<file path="src/rtl/multicycle_sequencer.sv">
// rtl/multicycle_sequencer.sv - multi-cycle RISC-V control/PC sequencer with req/ready memory port
module multicycle_sequencer #(
  parameter int                   WORD_SIZE   = 32,
  parameter logic [WORD_SIZE-1:0] RESET_PC    = '0,
  parameter int                   MEM_TIMEOUT = 16,
  parameter int                   INSTRET_W   = 32
) (
  input  logic                 clk,
  input  logic                 rst,
  input  logic                 step_mode,
  input  logic                 step,
  input  logic                 decode_error,
  input  logic                 jump,
  input  logic                 jal_or_jalr,
  input  logic                 branch,
  input  logic                 branch_taken,
  input  logic                 mem_read,
  input  logic [1:0]           mem_write_size,
  input  logic [2:0]           load_size,
  input  logic [WORD_SIZE-1:0] immediate,
  input  logic [WORD_SIZE-1:0] rv1,
  input  logic [WORD_SIZE-1:0] rv2,
  input  logic [WORD_SIZE-1:0] alu_result,
  input  logic                 mem_ready,
  input  logic                 mem_error,
  input  logic [WORD_SIZE-1:0] mem_rdata,
  output logic                 mem_req,
  output logic [WORD_SIZE-1:0] mem_addr,
  output logic [1:0]           mem_we,
  output logic [WORD_SIZE-1:0] mem_wdata,
  output logic [WORD_SIZE-1:0] instruction,
  output logic [WORD_SIZE-1:0] pc,
  output logic                 reg_we,
  output logic [WORD_SIZE-1:0] reg_wdata,
  output logic                 retire,
  output logic [INSTRET_W-1:0] instret,
  output logic [3:0]           state,
  output logic [1:0]           err_code
);

  typedef enum logic [3:0] {
    S_START        = 4'd0,
    S_FETCH        = 4'd1,
    S_WAIT_FETCH   = 4'd2,
    S_DECODE       = 4'd3,
    S_EXECUTE      = 4'd4,
    S_MEM_ACCESS   = 4'd5,
    S_WAIT_MEM     = 4'd6,
    S_WRITEBACK    = 4'd7,
    S_HALT_STEP    = 4'd8,
    S_MEM_ERROR    = 4'd13,
    S_DECODE_ERROR = 4'd14,
    S_FSM_ERROR    = 4'd15
  } state_t;

  localparam int CW = (MEM_TIMEOUT > 1) ? $clog2(MEM_TIMEOUT) : 1;

  state_t                 state_q, state_d;
  logic                   err_set;
  logic [1:0]             err_val;
  logic [CW-1:0]          wait_cnt;
  logic                   in_wait;
  logic                   timeout_hit;
  logic [WORD_SIZE-1:0]   load_data;
  logic [WORD_SIZE-1:0]   load_ext;
  logic [WORD_SIZE-1:0]   pc_next;

  assign state       = state_q;
  assign in_wait     = (state_q == S_WAIT_FETCH) || (state_q == S_WAIT_MEM);
  // wait_cnt holds the number of ready-low cycles already seen in this wait
  assign timeout_hit = (MEM_TIMEOUT != 0) && !mem_ready && (wait_cnt == CW'(MEM_TIMEOUT - 1));
  assign reg_we      = (state_q == S_WRITEBACK);
  assign retire      = (state_q == S_WRITEBACK);

  always_ff @(posedge clk or negedge rst) begin
    if (!rst) state_q <= S_START;
    else      state_q <= state_d;
  end

  always_comb begin
    state_d = state_q;
    err_set = 1'b0;
    err_val = 2'b00;
    case (state_q)
      S_START: state_d = S_FETCH;
      S_FETCH: begin
        if (pc[1:0] != 2'b00) begin
          state_d = S_MEM_ERROR;
          err_set = 1'b1;
          err_val = 2'b11;
        end else begin
          state_d = S_WAIT_FETCH;
        end
      end
      S_WAIT_FETCH, S_WAIT_MEM: begin
        if ((mem_ready && mem_error) || timeout_hit) begin
          state_d = S_MEM_ERROR;
          err_set = 1'b1;
          err_val = 2'b10;
        end else if (mem_ready) begin
          if (state_q == S_WAIT_FETCH) state_d = S_DECODE;
          else                         state_d = S_WRITEBACK;
        end
      end
      S_DECODE: state_d = S_EXECUTE;
      S_EXECUTE: begin
        if (decode_error) begin
          state_d = S_DECODE_ERROR;
          err_set = 1'b1;
          err_val = 2'b01;
        end else if (mem_read || (mem_write_size != 2'b00)) begin
          state_d = S_MEM_ACCESS;
        end else begin
          state_d = S_WRITEBACK;
        end
      end
      S_MEM_ACCESS: state_d = S_WAIT_MEM;
      S_WRITEBACK: begin
        if (step_mode) state_d = S_HALT_STEP;
        else           state_d = S_FETCH;
      end
      S_HALT_STEP: begin
        if (step || !step_mode) state_d = S_FETCH;
      end
      S_DECODE_ERROR, S_MEM_ERROR, S_FSM_ERROR: state_d = state_q;
      default: state_d = S_FSM_ERROR;
    endcase
  end

  always_comb begin
    case (load_size)
      3'b000:  load_ext = {{(WORD_SIZE-8){load_data[7]}}, load_data[7:0]};
      3'b001:  load_ext = {{(WORD_SIZE-16){load_data[15]}}, load_data[15:0]};
      3'b100:  load_ext = {{(WORD_SIZE-8){1'b0}}, load_data[7:0]};
      3'b101:  load_ext = {{(WORD_SIZE-16){1'b0}}, load_data[15:0]};
      default: load_ext = load_data;
    endcase
  end

  always_comb begin
    reg_wdata = '0;
    if (state_q == S_WRITEBACK) begin
      if (jump)          reg_wdata = pc + WORD_SIZE'(4);
      else if (mem_read) reg_wdata = load_ext;
      else               reg_wdata = alu_result;
    end
  end

  always_comb begin
    pc_next = pc + WORD_SIZE'(4);
    if (jump && jal_or_jalr)         pc_next = pc + immediate;
    else if (jump)                   pc_next = (rv1 + immediate) & ~WORD_SIZE'(1);
    else if (branch && branch_taken) pc_next = pc + immediate;
  end

  always_ff @(posedge clk or negedge rst) begin
    if (!rst) begin
      mem_req     <= 1'b0;
      mem_addr    <= '0;
      mem_we      <= 2'b00;
      mem_wdata   <= '0;
      instruction <= '0;
      pc          <= RESET_PC;
      instret     <= '0;
      err_code    <= 2'b00;
      wait_cnt    <= '0;
      load_data   <= '0;
    end else begin
      // request stays up exactly while the FSM sits in a wait state
      mem_req <= (state_d == S_WAIT_FETCH) || (state_d == S_WAIT_MEM);
      if (state_q == S_FETCH && state_d == S_WAIT_FETCH) begin
        mem_addr <= pc;
        mem_we   <= 2'b00;
      end
      if (state_q == S_MEM_ACCESS) begin
        mem_addr  <= alu_result;
        mem_we    <= mem_write_size;
        mem_wdata <= rv2;
      end
      if (state_q == S_FETCH || state_q == S_MEM_ACCESS) wait_cnt <= '0;
      else if (in_wait && !mem_ready)                  wait_cnt <= wait_cnt + CW'(1);
      if (state_q == S_WAIT_FETCH && mem_ready && !mem_error) instruction <= mem_rdata;
      if (state_q == S_WAIT_MEM && mem_ready && !mem_error)   load_data <= mem_rdata;
      if (err_set) err_code <= err_val;
      if (state_q == S_WRITEBACK) begin
        pc      <= pc_next;
        instret <= instret + INSTRET_W'(1);
      end
    end
  end

endmodule
</file>
<file path="config.mk">
export PLATFORM = sky130hd
export DESIGN_NAME = multicycle_sequencer
export DESIGN_NICKNAME = d
export VERILOG_FILES = /design/src/rtl/multicycle_sequencer.sv
export SDC_FILE = /design/constraint.sdc
export NUM_CORES = 1
export LEC_CHECK = 0
export CORE_MARGIN = 4
export CORE_UTILIZATION = 45
export CTS_CLUSTER_SIZE = 24
export DETAILED_ROUTE_END_ITERATION = 10
export MAX_ROUTING_LAYER = met4
export PLACE_DENSITY = 0.82
export RECOVER_POWER = 25
export SLEW_MARGIN = 15
export SYNTH_ARGS = -nofsm -noshare
export SYNTH_HDL_FRONTEND = slang
export SYNTH_SLANG_ARGS = --single-unit
</file>
<file path="constraint.sdc">
create_clock -name clk -period 2.7 [get_ports clk]
set_input_delay 0.675 -clock clk [delete_from_list [all_inputs] [get_ports clk]]
set_output_delay 0.675 -clock clk [all_outputs]
set_load 0.02 [all_outputs]
</file>
# Word-level counts from Yosys, hierarchy flattened
# Cells that the tools add are included.
dict set report op_classes {
  add_sub_neg 5
  mul 0
  div 0
  order_cmp 0
  n_eq_ne 17
  shift 0
  muxes 30
  bitwise 0
  reduce_logical 27
}
# cell count
set ops {}
lappend ops {{$mux 32} 8}
lappend ops {{$pmux 32 s4} 1}
lappend ops {{$add 32x32->32} 2}
lappend ops {{$pmux 4 s9} 1}
lappend ops {{$add 32x1->32 const B} 1}
lappend ops {{$add 32x3->32 const B} 1}
lappend ops {{$mux 4} 8}
lappend ops {{$eq 4x3->1 const B} 5}
lappend ops {{$eq 4x4->1 const B} 5}
lappend ops {{$eq 4x2->1 const B} 3}
lappend ops {{$logic_and 1x1->1} 10}
lappend ops {{$mux 2} 5}
lappend ops {{$reduce_bool 2->1} 4}
lappend ops {{$eq 3x3->1 const B} 2}
lappend ops {{$logic_or 1x1->1} 6}
lappend ops {{$pmux 2 s3} 1}
lappend ops {{$add 4x1->4 const B} 1}
lappend ops {{$eq 4x1->1 const B} 1}
lappend ops {{$logic_not 4->1} 1}
lappend ops {{$mux 1} 4}
lappend ops {{$eq 3x1->1 const B} 1}
lappend ops {{$logic_not 1->1} 3}
lappend ops {{$logic_not 3->1} 1}
lappend ops {{$mux 3} 1}
lappend ops {{other kinds (3)} 3}
dict set report word_totals {
  reg_bits 205
  latch_bits 0
  mem_bits_rw 0
  mem_bits_ro 0
  output_inout_bits 203
  elab_cells 90
  memories 0
}

# Longest topological paths before layout
# Gate-level depths: netlist of run 1.
dict set report logic_depth {
  word_depth 9
  mapped_depth 13
}

# Least setup slack after synthesis of run 1
# OpenSTA, ideal clock, no wires.
dict set report synth_path {
  path_type {register to output}
  start {reg pc[2]}
  end {out reg_wdata[30]}
  arrival_time_ps 2464
  t_required_ps 2025
  path_slack_ps -439
  stages_incl_launch_ff 9
  path_buffers 0
  cell_sequence {dfrtp_1 > ha_1 > inv_1 > nor4_2 > and2_1 > nand2_2 > nor2_1 > xnor2_1 > a221oi_1}
}
dict set report synth_via {
  elab_chain_cells 3
}
# item line
set synth_lines {}
lappend synth_lines {{from (decl)} 32} ;# output logic [WORD_SIZE-1:0] pc,
lappend synth_lines {{from (signal assigned)} 186} ;# pc <= pc_next;
lappend synth_lines {{$add 32x3->32} 143} ;# if (jump) reg_wdata = pc + WORD_SIZE'(4);
lappend synth_lines {{$mux 32} 143}
lappend synth_lines {{$mux 32} 142} ;# if (state_q == S_WRITEBACK) begin
lappend synth_lines {{to (decl)} 34} ;# output logic [WORD_SIZE-1:0] reg_wdata,
# No other way between the ends.

# Worst setup path in the final report of run 1
dict set report layout_path {
  start {reg pc[10]}
  end {out reg_wdata[24]}
}
# Same word-level chain as after synthesis.

==> flow_summary.ini, run 1 <==
[yosys]
syn_nets = 1702
ys_seq_area_share_pct = 37.5
avgSynthCellArea_um2 = 9.37
synth_commonest_cells = dfrtp_1 (205), nor2_1 (126), nand2_1 (120), mux2_2 (98), o21ai_0 (97)
synth_edf_count = 0
ys.flop_type = dfrtp_1
syn_area_um2 = 13700
synth_top_family_by_area = compound AO/OA/AOI/OAI gates
synth_top_area_share_pct = 37.5
post-synth-top-count-cell = dfrtp_1
syn_inst = 1459
async_flop_share_pct = 100
synth_warnings = 0
synth_mux_area_share_pct = 10.7
synth_adder_area_share_pct = 6.23
synthTopCellsByArea = dfrtp_1 (38%), mux2_2 (8.1%), ha_1 (5.9%)
synth_area_leader_cell = dfrtp_1
synth_seq_cells = 205
synth_cell_type_count = 88
synth_xor_area_share_pct = 7.24
synth-simple-area-share_pct = 14.1
synth-compound-area-share_pct = 21.0

[worst_setup_path]
path_cells = nand4_1 -> buf_4 -> nor4_4 -> and2_4 -> nand2_4 -> buf_6 -> xor2_4 -> a221oi_2 -> buf_4
criticalPathCategory = register to output port
path_common_cell = buf_4
worstSetupEndpointType = output port
critPathMaxStageDelay_ns = 0.36
crit_fanout = 4
crit_arrival_ns = 2.62
r2r_start = pc[10]$_DFFE_PN0P_
critPathRequiredTime_ns = 2.03
crit_start = pc[10]$_DFFE_PN0P_
slowest_stage = dfrtp_2
path_delay_family = simple AND/OR/NAND/NOR gates
critPathBufInv = 3
cp-start-kind = register

[outcome]
violations = negative setup slack
outcome = finished, violations left

[cts]
path_clk_slew_ns = 0.07
ctsHoldBuffers = 0
root_buffer = clkbuf_16
clk_latency_ns = 0.51
htreeDepth = 1
clockBufferDepth = 3
cts_sinks = 205
cts_tree = done
cts_made_buffers = 22

[placed_design]
portBuffers = 379
place_ws_ns = -1.08
place.gp.congestion = 0.972
dpl.hpwl_mm = 43.1

[global_route]
grt-ovfl-total = 0
grt_max_degree = 67
grt_usage_pct = 33.1
grt_pass1_wl_mm = 85.3
first_global_vias = 15400
antenna_found_initial = 1

[sta]
grt_setup_unrepaired = true
setup_slack_ns = -0.597
finalMaxSlewViolations = 0
skew_ns = 0.00734
tightest_slew_ns = 1.21
max_slew_margin_pct = 19.5
finalSetupViolCount = 31
setup_tns_ns = -10.38
period_share_pct = 122
layout_min_cycle_time_ns = 3.30
clock.fmax_mhz = 303
finalHoldViolCount = 0

[die]
coreArea_um2 = 29800
fp-row-count = 63
io_pins = 380
die_h_um = 182
dieArea_um2 = 33200
initial_core_util_pct = 45.9
die_w_um = 182

[drt]
initialDrtViolationCount = 1232
vias = 15100
antenna_left = 0
wire_per_inst_um = 22.2
dr.pass1.iters = 6
viasPerCell = 5.88
wl_mm = 57.0
route.detailed.drc = 0

[cells_and_area]
nNetsFinal = 2402
fillers = 1983
drive_gt1_share_pct = 37.0
syn_to_final_growth_pct = 66.6

[min_path]
hp-class = input port to asynchronous set/reset pin

[power_and_ir_drop]
total_power_mw = 8.74
power_density_nw_per_um2 = 384
power.leakage_nw = 10.1
vdd_drop_max_uv = 464

[flow_run]
drv_cap = 0
==> routing by layer <==
layer  part of all wire, %  GRT usage, %  vias to the layer above
met5                     0             -                        -
met4                   4.6          11.3                        0
met3                   8.6          5.66                      181
met2                    49          56.4                      837
met1                    38          39.9                     7310
li1                      -             -                     6747
==> stage by stage <==
step	hold slack, ns	cell area (um^2)	util [%]	std cells
after floorplan	0.379	14300	-	1459
after global placement	0.455	20700	69.5	2477
after detailed placement	0.461	20700	69.5	2477
after CTS	0.122	22300	74.8	2544
after global routing	0.488	22800	76.4	2564
final	0.410	22800	76.4	2564
==> worst paths after layout <==
| path | endpoint | slack, ns | cells past startpoint |
|---|---|---|---|
| worst max-delay path | reg_wdata[24] | -0.60 | 9 |
| worst min-delay path | instret[28]$_DFFE_PN0P_ | 0.41 | 1 |
| worst max register to register | pc[30]$_DFFE_PN0P_ | -0.16 | 11 |
| worst min register to register | instret[31]$_DFFE_PN0P_ | 0.48 | 1 |
| max in group asynchronous | pc[3]$_DFFE_PN0P_ | 0.49 | 2 |
| min in group clk | instret[31]$_DFFE_PN0P_ | 0.48 | 1 |
==> worst reg2reg max path, delay by kind of cell (launching register included) <==
kind	cells	cell delay, ns
flip-flops	1	0.41
AND/OR/NAND/NOR	1	0.15
buffers and inverters	1	0.19
XOR/XNOR	1	0.27
AO/OA/AOI/OAI	7	1.45
adder cells (fa/ha/maj)	1	0.30
==> flip-flops by register name, summed over array words and instances (netlist names) <==
register / cells
instret: 32
instruction: 32
load_data: 32
mem_addr: 32
mem_wdata: 32
pc: 32
state: 4
wait_cnt: 4
err_code: 2
mem_we: 2
mem_req: 1
==> cell usage in the layout (no fill, tap or decap), drive strengths merged, types with 14 or more instances in the layout <==
master         count
buf              418
clkdlybuf4s50    296
dfrtp            205
nor2             126
nand2            121
o21ai            107
mux2              98
a21oi             96
xnor2             65
ha                64
xor2              48
clkbuf            42
a211oi            41
nand3             38
mux2i             36
a21o              28
nand4             24
nand2b            23
inv               23
a221oi            22
dlygate4sd2       20
o21a              16
nor3              16
and3              14
clkdlybuf4s15     14
==> what timing repair did <==
item                                    4_1_cts  5_1_grt
cloned                                        1        0
setup buffers                                30       23
resized for setup                           368      110
pin swaps                                    94      108
endpoints found under the setup margin       56       60
==> report_power, final <==
group          switching, mW  internal [mW]  total [mW]  leakage, nW
registers             0.0147           3.09        3.11         2.61
logic                   1.27           1.25        2.52         7.12
clock network           1.30           1.81        3.11        0.367
total                   2.58           6.15        8.74         10.1
==> cell type report <==
cell class	count	area, um^2	share of cell area, %
Multi-Input combinational cell	1144	9660	42.4
Antenna cell	1	2.50	0.0110
Clock inverter	7	67.6	0.297
Tap cell	390	488	2.14
Clock buffer	31	666	2.92
Timing Repair Buffer	760	6650	29.2
Sequential cell	205	5140	22.6
Inverter	26	100	0.440
==> cells by family (layout without fill, tap and decap cells) <==
logic type | Yosys count | count (layout)
and+or+nand+nor | 406 | 406
buffers and inverters | 110 | 824
xor gates and xnor gates | 113 | 113
adders and majority gates | 67 | 67
muxes | 134 | 134
DFF | 205 | 205
other | 0 | 1
AOI/OAI and AO/OA | 424 | 424
No activity file was read; power rests on OpenSTA's default activity.
==> run 2, diff against run 1 <==
- CORE_UTILIZATION: 45 -> 25
- PLACE_DENSITY: 0.82 -> 0.52
==> run 2 against run 1 <==
  * Hold slack improved by 0.051 ns
  * Sequential power about the same
  * Largest cell class unchanged
  * The run ends with max-capacitance violations, max-slew violations, negative setup slack left
  * Wire length increased by 5.4%
  * Sequential share of layout area decreased by 1.1 points
==> flow_summary.ini, run 2 (synthesis gave the netlist of run 1 again) <==
[outcome]
outcome = finished, violations left
violations = max-capacitance violations, max-slew violations, negative setup slack

[drt]
route.detailed.drc = 0
vias = 14500
antenna_left = 0
wire_per_inst_um = 20.6
wl_mm = 60.1
initialDrtViolationCount = 747
viasPerCell = 4.97
dr.pass1.iters = 5

[global_route]
grt_usage_pct = 20.3
grt-ovfl-total = 0
first_global_vias = 15200
antenna_found_initial = 8
grt_max_degree = 65
grt_pass1_wl_mm = 91.6

[power_and_ir_drop]
vdd_drop_max_uv = 463
p_seq_share_pct = 32.7
power_density_nw_per_um2 = 397
p_comb_share_pct = 27.9
intPower_mw = 6.75
power.leakage_nw = 10.4
power.switching_mw = 2.73
power_switching_share_pct = 28.8
p_clk_share_pct = 39.4

[sta]
tightest_slew_ns = 1.62
finalSetupViolCount = 30
grt_setup_unrepaired = true
layout_min_cycle_time_ns = 3.39
setup_slack_ns = -0.692
max_slew_margin_pct = -7.90
finalMaxSlewViolations = 61
period_share_pct = 126
clock.fmax_mhz = 295
whs_ns = 0.461
finalHoldViolCount = 0
skew_ns = 0.0147

[placed_design]
dpl.hpwl_mm = 47.8
place.gp.congestion = 0.889
portBuffers = 379
post-place-cells = 2819

[worst_setup_path]
regToRegSetupSlack_ns = -0.15
worstSetupEndpointType = output port
cp-start-kind = register
critPathRequiredTime_ns = 2.03
criticalPathCategory = register to output port
crit_fanout = 4
crit_arrival_ns = 2.72

[cells_and_area]
final_cell_mix = buf_4 (385), clkdlybuf4s50_1 (296), dfrtp_1 (196)
syn_to_final_growth_pct = 75.0
layout_commonest_cell = buf_4
fin_cells = 2910
nNetsFinal = 2431
drive_gt1_share_pct = 37.6

[cts]
clk_latency_ns = 0.54
path_clk_slew_ns = 0.06
htreeDepth = 1
cts_made_buffers = 26
root_buffer = clkbuf_16
clockBufferDepth = 3
cts_sinks = 205
cts_tree = done
ctsHoldBuffers = 0

[die]
io_pins = 380
dieArea_um2 = 58500
fp-row-count = 85
coreArea_um2 = 53900
initial_core_util_pct = 25.3
die_w_um = 242
die_h_um = 242

[min_path]
hp-class = register to register

[flow_run]
drv_cap = 1
[run 2: changes by cell type in the layout (fill, tap and decap cells not counted), sizes merged]
cell           delta
clkinvlp          +1
diode             +7
dlygate4sd2       +6
bufbuf            +1
bufinv            +3
dlymetal6s2s      +3
clkbuf            +6
clkdlybuf4s15     -5
inv               +2
buf              +20
clkinv            -4
[run 2: final cells by class]
| class | count | area, um^2 |
|---|---|---|
| Clock inverter | 9 | 159 |
| Inverter | 26 | 100 |
| Timing Repair Buffer | 785 | 7000 |
| Antenna cell | 8 | 20.0 |
| Sequential cell | 205 | 5140 |
| Clock buffer | 37 | 753 |
| Fill cell | 5141 | 30000 |
| Multi-Input combinational cell | 1144 | 9880 |
| Tap cell | 696 | 871 |
[run 2: power groups by stage]
stage / Clock (mW) / Sequential [mW] / Combinational [mW]
after floorplan: 0 / 3.21 / 1.01
after global placement: 0 / 3.16 / 2.29
after detailed placement: 0 / 3.16 / 2.30
after CTS: 3.86 / 3.11 / 2.48
after global routing: 3.96 / 3.11 / 2.85
final: 3.74 / 3.11 / 2.65
[run 2: layer usage]
layer  routed length, um  GRT usage, %  share of wire (%)  vias to the layer above
met5                   0             -                  0                        -
li1                    -             -                  -                     6820
met3                3730          4.30                6.2                       79
met4                1380          4.30                2.3                        0
met2               29500          34.2                 49                      446
met1               25500          25.4                 42                     7107
[run 2: per-stage QoR]
| step | util [%] | power (mW) | instance area [um^2] | setup TNS, ns | setup slack, ns |
|---|---|---|---|---|---|
| 2_1_floorplan | - | 4.22 | 14300 | -0.568 | -0.161 |
| 3_3_place_gp | 39.8 | 5.45 | 21500 | -41.60 | -1.12 |
| 4_1_cts | 43.1 | 9.45 | 23200 | -11.13 | -0.728 |
| 3_5_place_dp | 39.8 | 5.46 | 21500 | -42.05 | -1.16 |
| 6_report | 44.4 | 9.49 | 23900 | -10.42 | -0.692 |
| 5_1_grt | 44.4 | 9.92 | 23900 | -15.72 | -0.798 |
[run 2: path summary, 6_finish.rpt]
path | startpoint | endpoint | depth (start not counted)
max reg2reg | pc[7]$_DFFE_PN0P_ | pc[30]$_DFFE_PN0P_ | 12
min in group asynchronous | rst | instret[22]$_DFFE_PN0P_ | 1
max | pc[10]$_DFFE_PN0P_ | reg_wdata[31] | 8
min reg2reg | instret[31]$_DFFE_PN0P_ | instret[31]$_DFFE_PN0P_ | 1
max in group asynchronous | rst | instruction[11]$_DFFE_PN0P_ | 2
min | instret[31]$_DFFE_PN0P_ | instret[31]$_DFFE_PN0P_ | 1
[run 2: worst max-delay path, cell delays in order (launching register included)]
cell      delay [ns]
dfrtp_2         0.37
nand4_1         0.20
buf_4           0.21
nor4_4          0.24
and3_4          0.29
nand2_4         0.07
xor2_4          0.17
a211oi_4        0.46
buf_12          0.17
[run 2: what timing repair did]
item                       4_1_cts  5_1_grt
pin swaps                       93       89
cloned                           1        0
resized for setup              314      128
buffers inserted                19       21
setup endpoints to repair       55       52
